`src/rtl/slave_data_path_param_if.sv`:
```
// AHB-lite slave-side bus bundle for the register-file slave data path.
// Also carries the quasi-static base address and the slave response signals.
interface slave_data_path_param_if #(
    parameter int unsigned ADDR_W = 16,
    parameter int unsigned DATA_W = 32
);
    logic              hsel;
    logic [ADDR_W-1:0] HADDR;
    logic [1:0]        HTRANS;
    logic              HWRITE;
    logic              HREADY;
    logic [ADDR_W-1:0] sadd;
    logic [DATA_W-1:0] HWDATA;
    logic [DATA_W-1:0] hrdata;
    logic              sl_rdy;
    logic              slrsp;

    modport master (
        output hsel, HADDR, HTRANS, HWRITE, HREADY, sadd, HWDATA,
        input  hrdata, sl_rdy, slrsp
    );

    modport slave (
        input  hsel, HADDR, HTRANS, HWRITE, HREADY, sadd, HWDATA,
        output hrdata, sl_rdy, slrsp
    );
endinterface

```
`src/rtl/slave_data_path_param.sv`:
```
// DEPTH-word AHB-lite register-file slave: runtime base-address decode,
// programmable wait states, two-cycle ERROR response and write-to-read forwarding.
module slave_data_path_param #(
    parameter int unsigned ADDR_W      = 16,
    parameter int unsigned DATA_W      = 32,
    parameter int unsigned DEPTH       = 16,
    parameter int unsigned WAIT_STATES = 0
) (
    input logic                    clk,
    input logic                    rst,
    slave_data_path_param_if.slave bus
);
    localparam int unsigned IDX_W = $clog2(DEPTH);
    localparam int unsigned CNT_W = 4;
    localparam int unsigned WIN_W = ADDR_W + 1;
    localparam logic [WIN_W-1:0] WIN = WIN_W'(4 * DEPTH);

    typedef enum logic [1:0] {S_IDLE, S_WAIT, S_ERR1, S_ERR2} state_t;

    state_t            state, state_nxt;
    logic [CNT_W-1:0]  cnt, cnt_nxt;
    logic              pend_vld, pend_vld_nxt;
    logic              pend_wr, pend_wr_nxt;
    logic [IDX_W-1:0]  pend_idx, pend_idx_nxt;
    logic              rdy, rdy_nxt;
    logic              rsp, rsp_nxt;
    logic [DATA_W-1:0] rd_q, rd_nxt;
    logic [DATA_W-1:0] mem [DEPTH];

    logic [ADDR_W-1:0] off_c;
    logic              hit_c;
    logic [IDX_W-1:0]  idx_c;
    logic              accept_c;
    logic              commit_c;
    logic              unused_c;

    assign unused_c   = bus.HTRANS[0];
    assign bus.hrdata = rd_q;
    assign bus.sl_rdy = rdy;
    assign bus.slrsp  = rsp;

    // Address decode against the base address sampled at this edge
    always_comb begin
        off_c    = bus.HADDR - bus.sadd;
        hit_c    = ({1'b0, off_c} < WIN) && (bus.HADDR[1:0] == 2'b00);
        idx_c    = off_c[IDX_W+1:2];
        accept_c = bus.hsel && bus.HTRANS[1] && bus.HREADY && rdy;
        // A write commits at the edge that ends its final data cycle
        commit_c = (state == S_IDLE) && pend_vld && pend_wr;
    end

    always_comb begin
        state_nxt    = state;
        cnt_nxt      = cnt;
        pend_vld_nxt = pend_vld;
        pend_wr_nxt  = pend_wr;
        pend_idx_nxt = pend_idx;
        rdy_nxt      = rdy;
        rsp_nxt      = rsp;
        rd_nxt       = rd_q;
        case (state)
            S_IDLE, S_ERR2: begin
                state_nxt    = S_IDLE;
                pend_vld_nxt = 1'b0;
                rdy_nxt      = 1'b1;
                rsp_nxt      = 1'b0;
                if (accept_c) begin
                    if (hit_c) begin
                        pend_vld_nxt = 1'b1;
                        pend_wr_nxt  = bus.HWRITE;
                        pend_idx_nxt = idx_c;
                        if (WAIT_STATES > 0) begin
                            state_nxt = S_WAIT;
                            cnt_nxt   = CNT_W'(WAIT_STATES);
                            rdy_nxt   = 1'b0;
                        end else if (!bus.HWRITE) begin
                            // Zero-wait read: forward a same-index write committing now
                            rd_nxt = (commit_c && (pend_idx == idx_c)) ? bus.HWDATA : mem[idx_c];
                        end
                    end else begin
                        state_nxt = S_ERR1;
                        rdy_nxt   = 1'b0;
                        rsp_nxt   = 1'b1;
                    end
                end
            end
            S_WAIT: begin
                cnt_nxt = cnt - CNT_W'(1);
                if (cnt == CNT_W'(1)) begin
                    state_nxt = S_IDLE;
                    rdy_nxt   = 1'b1;
                    if (!pend_wr) begin
                        rd_nxt = mem[pend_idx];
                    end
                end
            end
            S_ERR1: begin
                state_nxt = S_ERR2;
                rdy_nxt   = 1'b1;
                rsp_nxt   = 1'b1;
            end
            default: begin
                state_nxt = S_IDLE;
                rdy_nxt   = 1'b1;
                rsp_nxt   = 1'b0;
            end
        endcase
    end

    always_ff @(posedge clk or negedge rst) begin
        if (!rst) begin
            state    <= S_IDLE;
            cnt      <= '0;
            pend_vld <= 1'b0;
            pend_wr  <= 1'b0;
            pend_idx <= '0;
            rdy      <= 1'b1;
            rsp      <= 1'b0;
            rd_q     <= '0;
        end else begin
            state    <= state_nxt;
            cnt      <= cnt_nxt;
            pend_vld <= pend_vld_nxt;
            pend_wr  <= pend_wr_nxt;
            pend_idx <= pend_idx_nxt;
            rdy      <= rdy_nxt;
            rsp      <= rsp_nxt;
            rd_q     <= rd_nxt;
        end
    end

    // Register file storage
    always_ff @(posedge clk or negedge rst) begin
        if (!rst) begin
            for (int i = 0; i < int'(DEPTH); i++) begin
                mem[i] <= '0;
            end
        end else if (commit_c) begin
            mem[pend_idx] <= bus.HWDATA;
        end
    end
endmodule

```
`src/flat_wrapper.sv`:
```
// flat-port wrapper written by rule: the top's interface ports become plain ports
module slave_data_path_param_flat 
#(
    parameter int unsigned ADDR_W      = 16,
    parameter int unsigned DATA_W      = 32,
    parameter int unsigned DEPTH       = 16,
    parameter int unsigned WAIT_STATES = 0
)
  (clk, rst, bus_hsel, bus_HADDR, bus_HTRANS, bus_HWRITE, bus_HREADY, bus_sadd, bus_HWDATA, bus_hrdata, bus_sl_rdy, bus_slrsp);
  slave_data_path_param_if #(.ADDR_W(ADDR_W), .DATA_W(DATA_W)) bus_i ();
  input logic clk;
  input logic rst;
  input wire logic [$bits(bus_i.hsel)-1:0] bus_hsel;
  input wire logic [$bits(bus_i.HADDR)-1:0] bus_HADDR;
  input wire logic [$bits(bus_i.HTRANS)-1:0] bus_HTRANS;
  input wire logic [$bits(bus_i.HWRITE)-1:0] bus_HWRITE;
  input wire logic [$bits(bus_i.HREADY)-1:0] bus_HREADY;
  input wire logic [$bits(bus_i.sadd)-1:0] bus_sadd;
  input wire logic [$bits(bus_i.HWDATA)-1:0] bus_HWDATA;
  output wire logic [$bits(bus_i.hrdata)-1:0] bus_hrdata;
  output wire logic [$bits(bus_i.sl_rdy)-1:0] bus_sl_rdy;
  output wire logic [$bits(bus_i.slrsp)-1:0] bus_slrsp;
  assign bus_i.hsel = bus_hsel;
  assign bus_i.HADDR = bus_HADDR;
  assign bus_i.HTRANS = bus_HTRANS;
  assign bus_i.HWRITE = bus_HWRITE;
  assign bus_i.HREADY = bus_HREADY;
  assign bus_i.sadd = bus_sadd;
  assign bus_i.HWDATA = bus_HWDATA;
  assign bus_hrdata = bus_i.hrdata;
  assign bus_sl_rdy = bus_i.sl_rdy;
  assign bus_slrsp = bus_i.slrsp;
  slave_data_path_param #(.ADDR_W(ADDR_W), .DATA_W(DATA_W), .DEPTH(DEPTH), .WAIT_STATES(WAIT_STATES)) u_core (.clk(clk), .rst(rst), .bus(bus_i));
endmodule
```
`config.mk`:
```
export PLATFORM = sky130hd
export DESIGN_NAME = slave_data_path_param_flat
export DESIGN_NICKNAME = d
export VERILOG_FILES = /design/src/rtl/slave_data_path_param_if.sv /design/src/rtl/slave_data_path_param.sv /design/src/flat_wrapper.sv
export SDC_FILE = /design/constraint.sdc
export NUM_CORES = 1
export LEC_CHECK = 0
export BUFFER_PORTS_ARGS = -buffer_cell sky130_fd_sc_hd__buf_2
export CORE_ASPECT_RATIO = 1.5
export CORE_MARGIN = 2
export CORE_UTILIZATION = 30
export DETAILED_ROUTE_END_ITERATION = 8
export GPL_TIMING_DRIVEN = 0
export MAX_ROUTING_LAYER = met4
export SLEW_MARGIN = 20
export SYNTH_ARGS = -nofsm -noshare
export SYNTH_HDL_FRONTEND = slang
export SYNTH_SLANG_ARGS = --single-unit
```
`constraint.sdc`:
```
create_clock -name clk -period 5.2 [get_ports clk]
set_input_delay 0.26 -clock clk [delete_from_list [all_inputs] [get_ports clk]]
set_output_delay 0.26 -clock clk [all_outputs]
set_load 0.01 [all_outputs]
```
-- Word level (Yosys, flattened, before mapping)
Index checks and enable logic that the tools add are counted.
- add/subtract/negate cells: 2
- magnitude comparators: 4
- equality and inequality tests: 10
- muxes and demuxes: 28
- bitwise operators: 2
- reductions and logical operators: 15
- operator list (cell ; count):
    $bwmux 512 ; 1
    $mux 32 ; 11
    $bmux 32 s4 ; 2
    $demux 32 s4 ; 1
    $pmux 32 s2 ; 1
    $lt 16x7->1 const B ; 1
    $sub 16x16->16 ; 1
    $ge 5x5->1 const B ; 2
    $not 4->5 ; 2
    $logic_and 1x1->1 ; 8
    $mux 1 ; 6
    $mux 2 ; 3
    $ne 2x1->1 const B ; 3
    $pmux 2 s3 ; 1
    $reduce_and 6->1 ; 1
    $lt 5x1->1 const B ; 1
    $eq 2x2->1 const B ; 2
    $eq 4x1->1 const B ; 1
    $eq 4x4->1 ; 1
    $logic_not 2->1 ; 2
    $ne 2x2->1 const B ; 2
    $reduce_bool 2->1 ; 2
    $sub 4x1->4 const B ; 1
    $pmux 1 s3 ; 1
    other kinds (4) ; 4
- bits in registers: 558
- input port bits: 71
- output and inout bits: 34

-- Logic depth before layout (Yosys ltp)
- word-level depth: 10
- depth in mapped cells: 13
- mapped depth without buffers: 11

-- Worst setup path before layout
Ideal clock, no wire load.
- path type: input to register
- from: in bus_sadd[2]
- to: reg u_core.rd_q[10] (netlist: u_core.bus.hrdata[10])
- library setup time: 125 ps
- arrival time: 2909 ps
- required time: 5075 ps
- slack: 2166 ps
- stages on the path: 12
- path buffers: 2
- cells stage by stage: inv_1 > ha_1 > and2_1 > a311o_1 > a21oi_1 > xnor2_2 > buf_2 > buf_1 > mux2i_1 > o22a_1 > a21oi_1 > mux2_2
- word-level cells in the longest chain between the ends: 10
- elaborated cells on any way between the ends: 16
- classes of those cells: add/sub (1); order compare (1); eq/ne (2); mux (8); bitwise (1); reduce/logical (3)
- RTL lines (element ; line ; RTL):
    from (decl) ; flat_wrapper.sv:18 ; input wire logic [$bits(bus_i.sadd)-1:0] bus_sadd;
    $sub 16x16->16 * ; slave_data_path_param.sv:44 ; off_c = bus.HADDR - bus.sadd;
    $not 4->5 (implied by the code) ; slave_data_path_param.sv:78 ; rd_nxt = (commit_c && (pend_idx == idx_c)) ? bus.HWDATA : mem[idx_c];
    $bmux 32 s4 ; slave_data_path_param.sv:78 ;
    $mux 32 (implied by the code) (2 in a row) ; slave_data_path_param.sv:78 ;
    $mux 32 ; slave_data_path_param.sv:78 ;
    $mux 32 ; slave_data_path_param.sv:76 ; end else if (!bus.HWRITE) begin
    $mux 32 ; slave_data_path_param.sv:68 ; if (hit_c) begin
    $mux 32 ; slave_data_path_param.sv:67 ; if (accept_c) begin
    $pmux 32 s2 ; slave_data_path_param.sv:61 ; case (state)
    to (signal assigned) ; slave_data_path_param.sv:128 ; rd_q <= rd_nxt;
    to (decl) ; slave_data_path_param.sv:27 ; logic [DATA_W-1:0] rd_q, rd_nxt;
Mark *: on every way between the ends. The rest lies on a longest branch, timed or not. The select of a mux whose other input is x is not followed.
A chain may end at the register's enable or synchronous reset.

-- Worst setup path in the final report
- from: reg u_core.pend_idx[0]
- to: reg u_core.mem[101] (netlist name)
- word-level cells in the longest chain between the ends: 6
- elaborated cells on any way between the ends: 7
- classes of those cells: order compare (2); mux (3); bitwise (1); reduce/logical (1)
- RTL lines (element ; line ; RTL):
    from (decl) ; slave_data_path_param.sv:24 ; logic [IDX_W-1:0] pend_idx, pend_idx_nxt;
    from (signal assigned) ; slave_data_path_param.sv:125 ; pend_idx <= pend_idx_nxt;
    $not 4->5 (implied by the code) * ; slave_data_path_param.sv:139 ; mem[pend_idx] <= bus.HWDATA;
    $ge 5x5->1 (implied by the code) or $lt 5x1->1 (tied branches) ; slave_data_path_param.sv:139 ;
    $logic_and 1x1->1 (implied by the code) ; slave_data_path_param.sv:139 ;
    $mux 32 (implied by the code) ; slave_data_path_param.sv:139 ;
    $demux 32 s4 * ; slave_data_path_param.sv:139 ;
    $bwmux 512 * ; slave_data_path_param.sv:139 ;
    to (signal, indexed assignment) ; slave_data_path_param.sv:139 ;
    to (decl) ; slave_data_path_param.sv:28 ; logic [DATA_W-1:0] mem [DEPTH];
Mark *: on every way between the ends. The rest lies on a longest branch, timed or not.

==> results.md <==
| Group | Item | This run |
|:---|:---|:---|
| routing | Number of vias in the routed layout | 19290 |
| global route | Number of antenna violations at the first check in global routing | 7 |
| place | Post-place setup slack | 0.5457 ns |
| die | Total core area | 0.09985 sq mm |
| routing | First-pass detailed-route iteration total | 5 |
| sta | Worst Slack Setup Final | 1.147 ns |
| setup path | Type of the setup path with the least slack | flip-flop to flip-flop |
| clocking | CTS root buffer | clkbuf_16 |
| power and ir drop | P_leak | 0.01461 uW |
| synthesis | Number of flops mapped to enable cells by yosys | 0 |
| place | Weighted congestion reported at the end of routability-driven placement | 0.8706 |
| die | Die W | 263.1 microns |
| sta | Achievable frequency | 0.2467 GHz |
| sta | Slew of the pin with the lowest slew margin | 1.178 ns |
| cells and area | Nets | 2251 |
| cells and area | Area growth syn-to-layout | 14.14% |
| synthesis | Synthesized cell area | 0.03020 sq mm |
| synthesis | Number of warnings reported in the yosys synthesis log | 0 |
| clocking | Max clock buf depth | 3 |
| die | Initial Utilization | 30.25% |
| power and ir drop | Switching Power | 3464 uW |
| setup path | Arr. time, crit path | 4.53 ns |
| synthesis | Post-synthesis instance total | 1971 |
| power and ir drop | Total power | 11330 uW |
| synthesis | Post-synthesis net count | 2062 |
| sta | Final hold vios | 0 |
| synthesis | Number of distinct library cell variants in the gate-level netlist after synthesis | 53 |
| synthesis | Most frequently used flop master after synthesis | dfrtp_1 |
| power and ir drop | Power Internal | 7867 uW |
| clocking | Post-cts repair resize count | 0 |
| cells and area | Proportion of layout cells with a drive suffix above 1 | 49.89% |
| clocking | CTS H-tree lvls | 2 |
| sta | Worst clock skew | 0.02237 ns |
| setup path | Crit start category | flip-flop |
| power and ir drop | Sequential share of power | 41.8% |
| synthesis | Dominant cell type by area after synthesis | dfrtp_1 |
| routing | Final wirelength | 92080 microns |
| clocking | Clock transition at path regs | 0.06 ns |
| synthesis | Post-synthesis area per instance | 15.32 sq um |
| power and ir drop | Power density over cell area | 328.7 mW/mm^2 |
| sta | Minimum period implied by the final worst setup slack | 4.053 ns |
| cells and area | Fillers | 9557 |
| global route | Total gr overflow | 0 |
| global route | Wire length of the first global-routing pass | 138400 microns |
| synthesis | Async set-or-reset flop fraction in the synthesized netlist | 100.0% |
| synthesis | Proportion of synthesized chip area in sequential cells | 46.24% |
| routing | Routed len/inst | 26.30 microns |
| cells and area | Final cell area excluding filler cells | 0.03447 sq mm |
| synthesis | Number of flip-flops and latches in the synthesized netlist | 558 |
| global route | Maximum number of pins on one net before global-route repair | 101 |
| cells and area | Post-layout util | 34.53% |
| sta | Worst hold margin | 0.02018 ns |
| sta | Number of max-slew violations in the final report | 0 |
| power and ir drop | Worst VDD drop | 0.2370 mV |
| setup path | Crit. End Element | flip-flop |
| clocking | Clock tree sinks | 558 |
| power and ir drop | Part of the total power dissipated in combinational logic | 24.4% |
| place | Number of buffer cells added on primary ports | 103 |
| setup path | CP max FO | 10 |
| clocking | Clock latency on the worst-skew pair | 0.61 ns |
| run | Max-cap check violation count | 0 |
| sta | Final period utilization | 77.94% |
| routing | Number of DRC markers in iteration 0 | 1263 |
| power and ir drop | Clk pwr share | 33.8% |
| synthesis | Most frequent cell after synthesis | dfrtp_1 |
| routing | Antenna-violating nets left | 0 |
| synthesis | Proportion of netlist area held by the largest area contributor | 46.15% |
| status | Status | completed |
| sta | RSZ-0062 raised after global routing | no |
| global route | Number of global-route vias before repair | 21260 |
| clocking | Cts bufs inserted | 52 |
| worst hold path | Hold/Removal Path Class | input port to flip-flop |
| global route | Overall routing resource usage | 18.40% |
| routing | Via/cell ratio | 5.510 |
| die | Overall die area | 0.1033 sq mm |
| place | Placed inst area | 0.03253 sq mm |
| sta | Worst slew margin relative to its limit | 21.48% |
| synthesis | Commonest cells post-synth | dfrtp_1, mux2_2, mux4_2, clkbuf_1, a21oi_1 |
| routing | Count of unresolved DRC violations after routing | 0 |
| die | Ports | 105 |
| place | Post-DP HPWL | 65510 microns |
| die | Height of the chip | 392.6 microns |
| die | Total number of placement rows | 142 |
| sta | Final Setup Violations | 0 |
| clocking | TritonCTS clock tree | yes |
| setup path | Critical Path RT | 5.68 ns |
| power and ir drop | Switching portion of total power | 30.57% |
| synthesis | Top cells by area, synth | dfrtp_1, mux4_2, mux2_2, mux2i_1, a21oi_1 |
## cells in the final DEF, fill, tap and decap left out, drive strengths merged, types with 14 or more instances in the layout
master       instances
mux4               288
o22a                32
ha                  20
nand2               25
mux2i               68
inv                 23
buf                187
dlygate4sd3         26
nor2                22
clkbuf             180
a21oi               74
o21ai               14
nor2b               35
dfrtp              557
mux2               549
## power by group through the flow
stage / Sequential (uW) / Combinational [uW] / Clock [uW]
after floorplan: 4830 / 1670 / 0
after global placement: 4790 / 2720 / 0
after detailed placement: 4810 / 2790 / 0
after CTS: 4730 / 2810 / 3910
after global routing: 4770 / 2960 / 4070
final: 4730 / 2770 / 3830
## worst paths after layout
path	startpoint	to	slack (ns)	depth (start not counted)
setup / recovery	u_core.pend_idx[0]	u_core.mem[101]	1.15	8
hold / removal	bus_HWDATA[9]	u_core.mem[169]	0.02	2
setup reg to reg	u_core.pend_idx[0]	u_core.mem[101]	1.15	8
hold reg to reg	u_core.cnt[3]	u_core.cnt[3]	0.48	1
max in group asynchronous	rst	u_core.mem[73]	2.46	7
min in group asynchronous	rst	u_core.bus.hrdata[26]	0.10	2
## what timing repair did
item | 4_1_cts | 5_1_grt
buffers inserted | 0 | 0
hold buffers | 26 | 0
hold endpoints to repair | 240 | 0
## flip-flops by register name, indices dropped and copies added, names as in the netlist
signal / flops
u_core.pend_vld: 1
u_core.cnt: 4
u_core.state: 2
u_core.bus.hrdata: 32
u_core.mem: 512
u_core.bus.slrsp: 1
u_core.bus.sl_rdy: 1
u_core.pend_idx: 4
u_core.pend_wr: 1
## through the flow
stage,TNS (ns),cells
after global placement,-3905.31,3370
after CTS,0,3495
after floorplan,0,1971
final,0,3501
after detailed placement,0,3376
after global routing,0,3501
## routing by layer
layer	GRT usage (%)	wire length (microns)	vias to the layer above
met1	19.94	34170	10400
met3	2.523	4097	260
met4	9.642	5089	0
li1	-	-	8009
met2	32.83	48720	622
met5	-	0	-
## area by class of cell
class,count,area [sq um],share of cell area [%]
clock buffers,80,1588,4.606
multi-input cells,1213,15410,44.71
flip-flops and latches,558,13960,40.51
clock inverters,13,80.08,0.2323
plain buffers,178,758.2,2.199
inverters,22,82.58,0.2395
repair buffers,135,950.9,2.758
well taps,1296,1622,4.704
diodes,6,15.01,0.04355
## logic make-up after synthesis
kind of cell	Yosys count	share of synthesized area, %
multiplexers	905	44.20
flip-flops	558	46.24
buffers and inverters	200	2.730
AO/OA/AOI/OAI	153	3.393
AND/OR/NAND/NOR	117	2.067
adder cells (fa/ha/maj)	20	0.8285
XOR/XNOR	18	0.5468
## critical path, stage by stage (launching register included)
cell and delay (ns):
dfrtp_1 0.33, clkbuf_1 0.26, clkbuf_1 0.63, buf_1 0.83, buf_2 0.35, nor2_1 0.09
nand2_1 0.25, buf_1 0.76, mux2_2 0.43
Power figures use the tool's default switching activity.
